$ cat config.mk
export PLATFORM = sky130hd
export DESIGN_NAME = fetch_stage
export DESIGN_NICKNAME = d
export VERILOG_FILES = /design/src/rtl/fetch_stage.sv
export SDC_FILE = /design/constraint.sdc
export NUM_CORES = 1
export LEC_CHECK = 0
export CORE_UTILIZATION = 40
export DETAILED_ROUTE_END_ITERATION = 8
export PLACE_DENSITY_LB_ADDON = 0.1
export SLEW_MARGIN = 20
export SYNTH_ARGS = -nofsm -noshare
export SYNTH_HDL_FRONTEND = slang
export SYNTH_SLANG_ARGS = --single-unit
$ cat constraint.sdc
create_clock -name clk -period 3.65 [get_ports clk]
set_input_delay 0.73 -clock clk [delete_from_list [all_inputs] [get_ports clk]]
set_output_delay 0.73 -clock clk [all_outputs]
set_load 0.02 [all_outputs]
$ cat src/rtl/fetch_stage.sv
// Instruction-fetch stage: owns the fetch PC, keeps one imem request in flight
// and registers returned instructions into the fetch/decode pipeline register.
module fetch_stage #(
  parameter int                 WIDTH    = 32,
  parameter logic [WIDTH-1:0]   RESET_PC = 32'h0000_0000,
  parameter logic [WIDTH-1:0]   NOP      = 32'h0000_0013
) (
  input  logic             clk,
  input  logic             rst,
  output logic             imem_req,
  output logic [WIDTH-1:0] imem_addr,
  input  logic             imem_ready,
  input  logic             imem_rvalid,
  input  logic [WIDTH-1:0] imem_rdata,
  output logic [WIDTH-1:0] pc_f,
  output logic [WIDTH-1:0] ins_f,
  input  logic [WIDTH-1:0] pc_next_i,
  input  logic             branch_predicted_i,
  input  logic             flush_i,
  input  logic             stall_i,
  output logic             valid_d,
  output logic [WIDTH-1:0] instr_d,
  output logic [WIDTH-1:0] pc_d,
  output logic [WIDTH-1:0] pcplus4_d,
  output logic             branch_predicted_d
);

  typedef enum logic [2:0] {IDLE, REQ, WAIT, HOLD, DROP} state_t;

  state_t           state_reg, state_next;
  logic [WIDTH-1:0] pc_reg, pc_next;
  logic [WIDTH-1:0] hold_reg, hold_next;
  logic             accept;
  logic             load_d;
  logic [WIDTH-1:0] load_ins;

  logic             valid_d_next;
  logic [WIDTH-1:0] instr_d_next, pc_d_next, pcplus4_d_next;
  logic             branch_predicted_d_next;

  assign accept    = !valid_d || !stall_i;
  assign imem_addr = pc_reg;
  assign pc_f      = pc_reg;

  always_comb begin
    state_next = state_reg;
    pc_next    = pc_reg;
    hold_next  = hold_reg;
    imem_req   = 1'b0;
    ins_f      = NOP;
    load_d     = 1'b0;
    load_ins   = hold_reg;

    case (state_reg)
      IDLE: state_next = REQ;
      REQ: begin
        imem_req = 1'b1;
        if (imem_ready) state_next = WAIT;
      end
      WAIT: begin
        if (imem_rvalid) begin
          ins_f    = imem_rdata;
          load_ins = imem_rdata;
          if (accept) begin
            load_d     = 1'b1;
            state_next = REQ;
          end else begin
            hold_next  = imem_rdata;
            state_next = HOLD;
          end
        end
      end
      HOLD: begin
        ins_f = hold_reg;
        if (accept) begin
          load_d     = 1'b1;
          state_next = REQ;
        end
      end
      DROP: begin
        if (imem_rvalid) state_next = REQ;
      end
      default: state_next = IDLE;
    endcase

    // The bpu closes the fetch loop combinationally: its pc_next is taken at the load edge.
    if (load_d) pc_next = pc_next_i;

    // Flush wins over everything; an accepted-but-unanswered request must be drained in DROP.
    if (flush_i) begin
      load_d    = 1'b0;
      pc_next   = pc_next_i;
      hold_next = hold_reg;
      case (state_reg)
        REQ:     state_next = imem_ready  ? DROP : REQ;
        WAIT:    state_next = imem_rvalid ? REQ  : DROP;
        default: state_next = REQ;
      endcase
    end

    valid_d_next            = valid_d;
    instr_d_next            = instr_d;
    pc_d_next               = pc_d;
    pcplus4_d_next          = pcplus4_d;
    branch_predicted_d_next = branch_predicted_d;
    if (flush_i) begin
      valid_d_next = 1'b0;
    end else if (load_d) begin
      valid_d_next            = 1'b1;
      instr_d_next            = load_ins;
      pc_d_next               = pc_reg;
      pcplus4_d_next          = pc_reg + WIDTH'(4);
      branch_predicted_d_next = branch_predicted_i;
    end else if (accept) begin
      valid_d_next = 1'b0;
    end
  end

  always_ff @(posedge clk) begin
    if (!rst) begin
      state_reg          <= IDLE;
      pc_reg             <= RESET_PC;
      hold_reg           <= NOP;
      valid_d            <= 1'b0;
      instr_d            <= NOP;
      pc_d               <= '0;
      pcplus4_d          <= '0;
      branch_predicted_d <= 1'b0;
    end else begin
      state_reg          <= state_next;
      pc_reg             <= pc_next;
      hold_reg           <= hold_next;
      valid_d            <= valid_d_next;
      instr_d            <= instr_d_next;
      pc_d               <= pc_d_next;
      pcplus4_d          <= pcplus4_d_next;
      branch_predicted_d <= branch_predicted_d_next;
    end
  end

endmodule

==> results.ini, run 1 <==
[outcome]
status = completed

[placement]
globalplace.congestion = 0.7898
post-place-cells = 1336
dp_hpwl_um = 13590
place_ws_ns = 0.2395
port_buffers = 265
place_area_um2 = 9568

[floorplanning]
io_pins = 266
dieArea_um2 = 18200
core_area_um2 = 17300
initial_core_util_pct = 40.85
std_cell_rows = 48
die_h_um = 134.9
die_w_um = 134.9

[detailed_routing]
wl_per_cell_um = 15.26
initialDrtViolationCount = 390
antenna_left = 0
num_vias = 6892
routed_via_density = 5.045
drc_errors = 0
drt_wl_total_um = 20840
firstDrtPassIters = 5

[critical_path]
critPathArrivalTime_ns = 2.69
critPathLaunchType = input pin
reg2reg_from = state_reg[1]
startpoint = imem_rvalid
endpoint_kind = output pin
worstPathRequired_ns = 2.92
ff2ff_setup_slack_ns = 1.21
cp_max_fo = 11
critical_path_class = input pin to output pin

[yosys]
synth-compound-area-share_pct = 16.98
muxShareOfSynthArea_pct = 0
syn_inst = 934
synth-xor-area-share_pct = 3.471
synth-simple-area-share_pct = 24.37
ys_warn_count = 0
synth_edf_count = 0
yosysSeqAreaShare_pct = 46.18
synth_top_family_by_area = simple AND/OR/NAND/NOR gates
avgSynthCellArea_um2 = 7.565
synth_cell_types = 43
synth_nets = 1006
synth_top_flop_cell = dfxtp_1
ys_seq_elements = 163
synth_fa_ha_area_share_pct = 0.1771
synthArstFlopShare_pct = 0
synth_area_um2 = 7066

[power]
peakVddDrop_v = 0.0003112
power.density_nw_per_um2 = 408.5
p_switching_mw = 1.004
p_int_mw = 3.147
leakage_nw = 3.604
p_comb_share_pct = 11.0
power_mw = 4.151
pwr-share-clk_pct = 43.6
seqPwrFrac_pct = 45.3
sw_frac_of_total_pct = 24.19

[sta]
finalCritPeriodShare_pct = 93.60
worst_slack_ns = 0.2335
fmax_mhz = 292.7
final-max-slew-violation-count = 0
rsz0062_at_grt = false
setup_viol_count_final = 0
tightest_slew_ns = 0.6053
slew_headroom_pct = 59.65
hold_viol_final = 0
setup_tns_ns = 0
worst_hold_slack_ns = 0.4532
min_period_ns = 3.416
skew_ns = 0.01450

[grt]
track_usage_pct = 22.89
grt_pass1_wl_um = 32800
grt_max_degree = 147
grt_pass1_vias = 6362
antenna_found_initial = 0
grt_overflow = 0

[cells_and_area]
layout.nets = 1202
drive_gt1_share_pct = 5.259
insertedDiodeCount = 0
syn_to_final_growth_pct = 43.79
final_util_pct = 58.74
final_cell_area_um2 = 10160
stdcell_count = 1366

[clock_network]
clkLatencyLatePin_ns = 0.42
cts_setup_buffers = 0
cts_tree = built
cts.clk_slew.worst_paths_ns = 0.06
ctsResizeCount = 0
cts_buffers = 17
clockRootBuffer = clkbuf_16
holdBufCountCts = 0
cts_htree_levels = 4
clockBufferDepth = 2
cts_sinks = 163

[worst_hold_path]
worstHoldStart = pc_d[12]
hold_class = flop to flop

[run]
maxCapViolations = 0

[cell usage after synthesis (4+ instances only)]
master,count,share of area (%)
nand2_1,326,17
dfxtp_1,163,46
a21oi_1,122,8.6
o21ai_0,56,4.0
clkbuf_1,37,2.0
buf_4,34,3.6
a31oi_1,29,2.6
buf_2,24,1.7
nor2_1,21,1.1
xnor2_1,20,2.5
inv_1,11,0.58
nor3_1,9,0.64
nand3_1,8,0.57
xor2_1,8,0.99
a211oi_1,7,0.74
and2_1,6,0.53
buf_6,5,0.80
and4_1,4,0.50
nand4_1,4,0.35
[critical path, stage by stage]
cell and delay [ns]:
clkdlybuf4s50_1 0.51, inv_1 0.09, or3_1 0.54, nor2_1 0.19, a21oi_1 0.06, clkdlybuf4s50_1 0.56
[logic make-up after synthesis]
group	count (synthesis)
simple gates	405
fa+ha+maj	1
buf+inv	114
flops	163
compound gates	223
xor+xnor	28
[cells in the final DEF, fill, tap and decap left out, types with 3 or more instances in the layout]
cell type / instances
a211oi_1: 7
a21oi_1: 122
a31oi_1: 29
and2_1: 6
and3_1: 3
and4_1: 4
buf_4: 13
bufinv_16: 3
clkbuf_16: 17
clkdlybuf4s50_1: 264
clkinv_2: 3
clkinvlp_4: 3
dfxtp_1: 163
inv_1: 10
nand2_1: 326
nand2b_1: 3
nand3_1: 8
nand4_1: 4
nor2_1: 20
nor3_1: 8
o211ai_1: 3
o21ai_0: 56
o311ai_0: 3
or3_1: 3
xnor2_1: 20
xor2_1: 8
[metal layers]
layer / vias up / routed length, um / GRT usage [%]
met3: 15 / 1908 / 6.944
li1: 3462 / - / -
met4: 0 / 235 / 6.679
met5: - / 0 / 0
met1: 3159 / 8905 / 28.44
met2: 256 / 9792 / 38.09
[final cells by class]
type	instances	area, um2
Tap cell	225	281.5
Fill cell	1665	7137
Inverter	11	42.54
Clock buffer	21	460.4
Multi-Input combinational cell	657	3196
Sequential cell	163	3263
Clock inverter	9	131.4
Timing Repair Buffer	280	2785
[power by group through the flow]
stage | combinational, mW | clock, mW | sequential, mW
global route | 0.492 | 1.92 | 1.89
finish | 0.458 | 1.81 | 1.88
detailed placement | 0.460 | 0 | 1.92
global placement | 0.460 | 0 | 1.92
CTS | 0.462 | 1.85 | 1.88
floorplan | 0.201 | 0 | 1.94
[path summary, 6_finish.rpt]
path                                      to  cells past startpoint
worst max-delay path                ins_f[0]                      6
worst min-delay path                pc_d[12]                      2
worst max register to register  hold_reg[15]                      7
worst min register to register      pc_d[12]                      2
(Power assumes the default switching activity.)
==> run 2, diff against run 1 <==
==> constraint.sdc (replaced) <==
create_clock -name clk -period 3.4 [get_ports clk]
set_input_delay 0.68 -clock clk [delete_from_list [all_inputs] [get_ports clk]]
set_output_delay 0.68 -clock clk [all_outputs]
set_load 0.02 [all_outputs]
==> run 2 against run 1 <==
Against the previous run: total power up 14%; clock-buffer cell count fell by 1; clock power up 22%; hold slack worse by 0.00076 ns; global-route usage increased by 0.17 points; first-iteration DRC count decreased by 14%; worst setup slack got worse by 0.064 ns; die area stayed put; sequential power grew 7%; clock skew is 0.0044 ns lower; cell count up 0.15%; critical path depth unchanged; largest power group is now clock.
==> results.ini, run 2 (same netlist as run 1, synthesis figures left out) <==
[cells_and_area]
area.sequential_um2 = 3263
stdcell_count = 1368
fill_cells = 1627
layout.nets = 1202
final_common_cell = nand2_1
syn_to_final_growth_pct = 45.09
final_cell_mix = nand2_1 (326), clkdlybuf4s50_1 (264), dfxtp_1 (163), a21oi_1 (122), o21ai_0 (56)
insertedDiodeCount = 0
multiInputGateArea_um2 = 3196
drive_gt1_share_pct = 5.512

[sta]
skew_ns = 0.01011
final-max-slew-violation-count = 0
fmax_mhz = 309.6
slew_headroom_pct = 59.20
tightest_slew_ns = 0.6121
hold_viol_final = 0
setup_viol_count_final = 0
worst_hold_slack_ns = 0.4525
finalCritPeriodShare_pct = 95.00
min_period_ns = 3.230
worst_slack_ns = 0.1700
rsz0062_at_grt = false
setup_tns_ns = 0

[placement]
post-place-cells = 1336
port_buffers = 265
dp_hpwl_um = 13930
place_ws_ns = 0.1631
globalplace.congestion = 0.7851

[clock_network]
holdBufCountCts = 0
cts_sinks = 163
ctsResizeCount = 0
cts_tree = built
clkLatencyLatePin_ns = 0.43
clockBufferDepth = 2
cts_setup_buffers = 0
cts_buffers = 17
cts_htree_levels = 4
clockRootBuffer = clkbuf_16
cts.clk_slew.worst_paths_ns = 0.06

[grt]
grt_max_degree = 91
grt_pass1_vias = 6373
grt_overflow = 0
top_usage_layer = met2
use_met3_pct = 6.757
use_met2_pct = 38.12
antenna_found_initial = 0
met1_usage_pct = 29.02
track_usage_pct = 23.07
grt_pass1_wl_um = 33100

[critical_path]
r2r_cells = 6
setup.worst_path.end = ins_f[0]
reg2reg_from = state_reg[0]
cp_max_fo = 6
endpoint_kind = output pin
critPathLaunchType = input pin
critPathArrivalTime_ns = 2.55
startpoint = imem_rvalid
reg2reg_to = instr_d[25]
ff2ff_setup_slack_ns = 1.13
critical_path_class = input pin to output pin
worstPathRequired_ns = 2.72

[floorplanning]
die_h_um = 134.9
std_cell_rows = 48
dieArea_um2 = 18200
initial_core_util_pct = 40.85
core_area_um2 = 17300
io_pins = 266
die_w_um = 134.9

[worst_hold_path]
worstHoldStart = pc_d[15]
hold_class = flop to flop

[detailed_routing]
wl_per_cell_um = 15.29
drt_wl_total_um = 20910
initialDrtViolationCount = 336
firstDrtPassIters = 4
routed_via_density = 4.980
drc_errors = 0
num_vias = 6813
antenna_left = 0

[power]
leakage_nw = 3.651
peakVddDrop_v = 0.0003633
power.density_nw_per_um2 = 460.4

[run]
maxCapViolations = 0

[outcome]
status = completed

run 2: cell count changes in the layout (fill, tap and decap cells not counted):
cell,change
clkinv_4,+1
inv_6,+1
clkinv_2,-1
clkbuf_1,-1
bufinv_16,+3
clkinvlp_4,-1
run 2: where the power goes:
| part | switching, mW | leakage (nW) | total [mW] | internal (mW) |
|---|---|---|---|---|
| sequential | 0.0669 | 1.32 | 2.02 | 1.95 |
| clock | 0.787 | 0.327 | 2.21 | 1.42 |
| combinational | 0.253 | 2.00 | 0.492 | 0.238 |
| total | 1.11 | 3.65 | 4.72 | 3.61 |
run 2: routing by layer:
metal	share of wire, %	vias up
li1	-	3464
met1	44	3123
met2	47	210
met3	7.9	16
met4	1.0	0
met5	0	-
run 2: worst min-delay path by stage:
stage | endpoint | slack (ns) | cells past startpoint
final | pc_d[15] | 0.45 | 2
after global routing | pc_d[15] | 0.47 | 2
after CTS | pc_d[16] | 0.45 | 2
after detailed placement | pc_d[24] | 0.45 | 2
after global placement | pc_d[22] | 0.44 | 2
after floorplan | hold_reg[10] | 0.45 | 2
run 2: worst max-delay path, cell delays in order:
cell,delay [ns]
clkdlybuf4s50_1,0.52
inv_1,0.09
or3_1,0.46
nor2_1,0.17
a21oi_1,0.06
clkdlybuf4s50_1,0.56
run 2: cell type report:
cell class / instances / area share, %
clock buffers: 20 / 4.455
clock inverters: 12 / 2.209
inverters: 11 / 0.4150
multi-input cells: 657 / 31.17
flip-flops and latches: 163 / 31.83
well taps: 225 / 2.746
repair buffers: 280 / 27.17
run 2: stage by stage:
stage,util [%],instance area (um2),power [mW]
finish,59.27,10250,4.720
global route,59.27,10250,4.881
CTS,59.27,10250,4.762
detailed placement,55.32,9568,2.557
global placement,55.32,9568,2.556
floorplan,-,7066,2.303
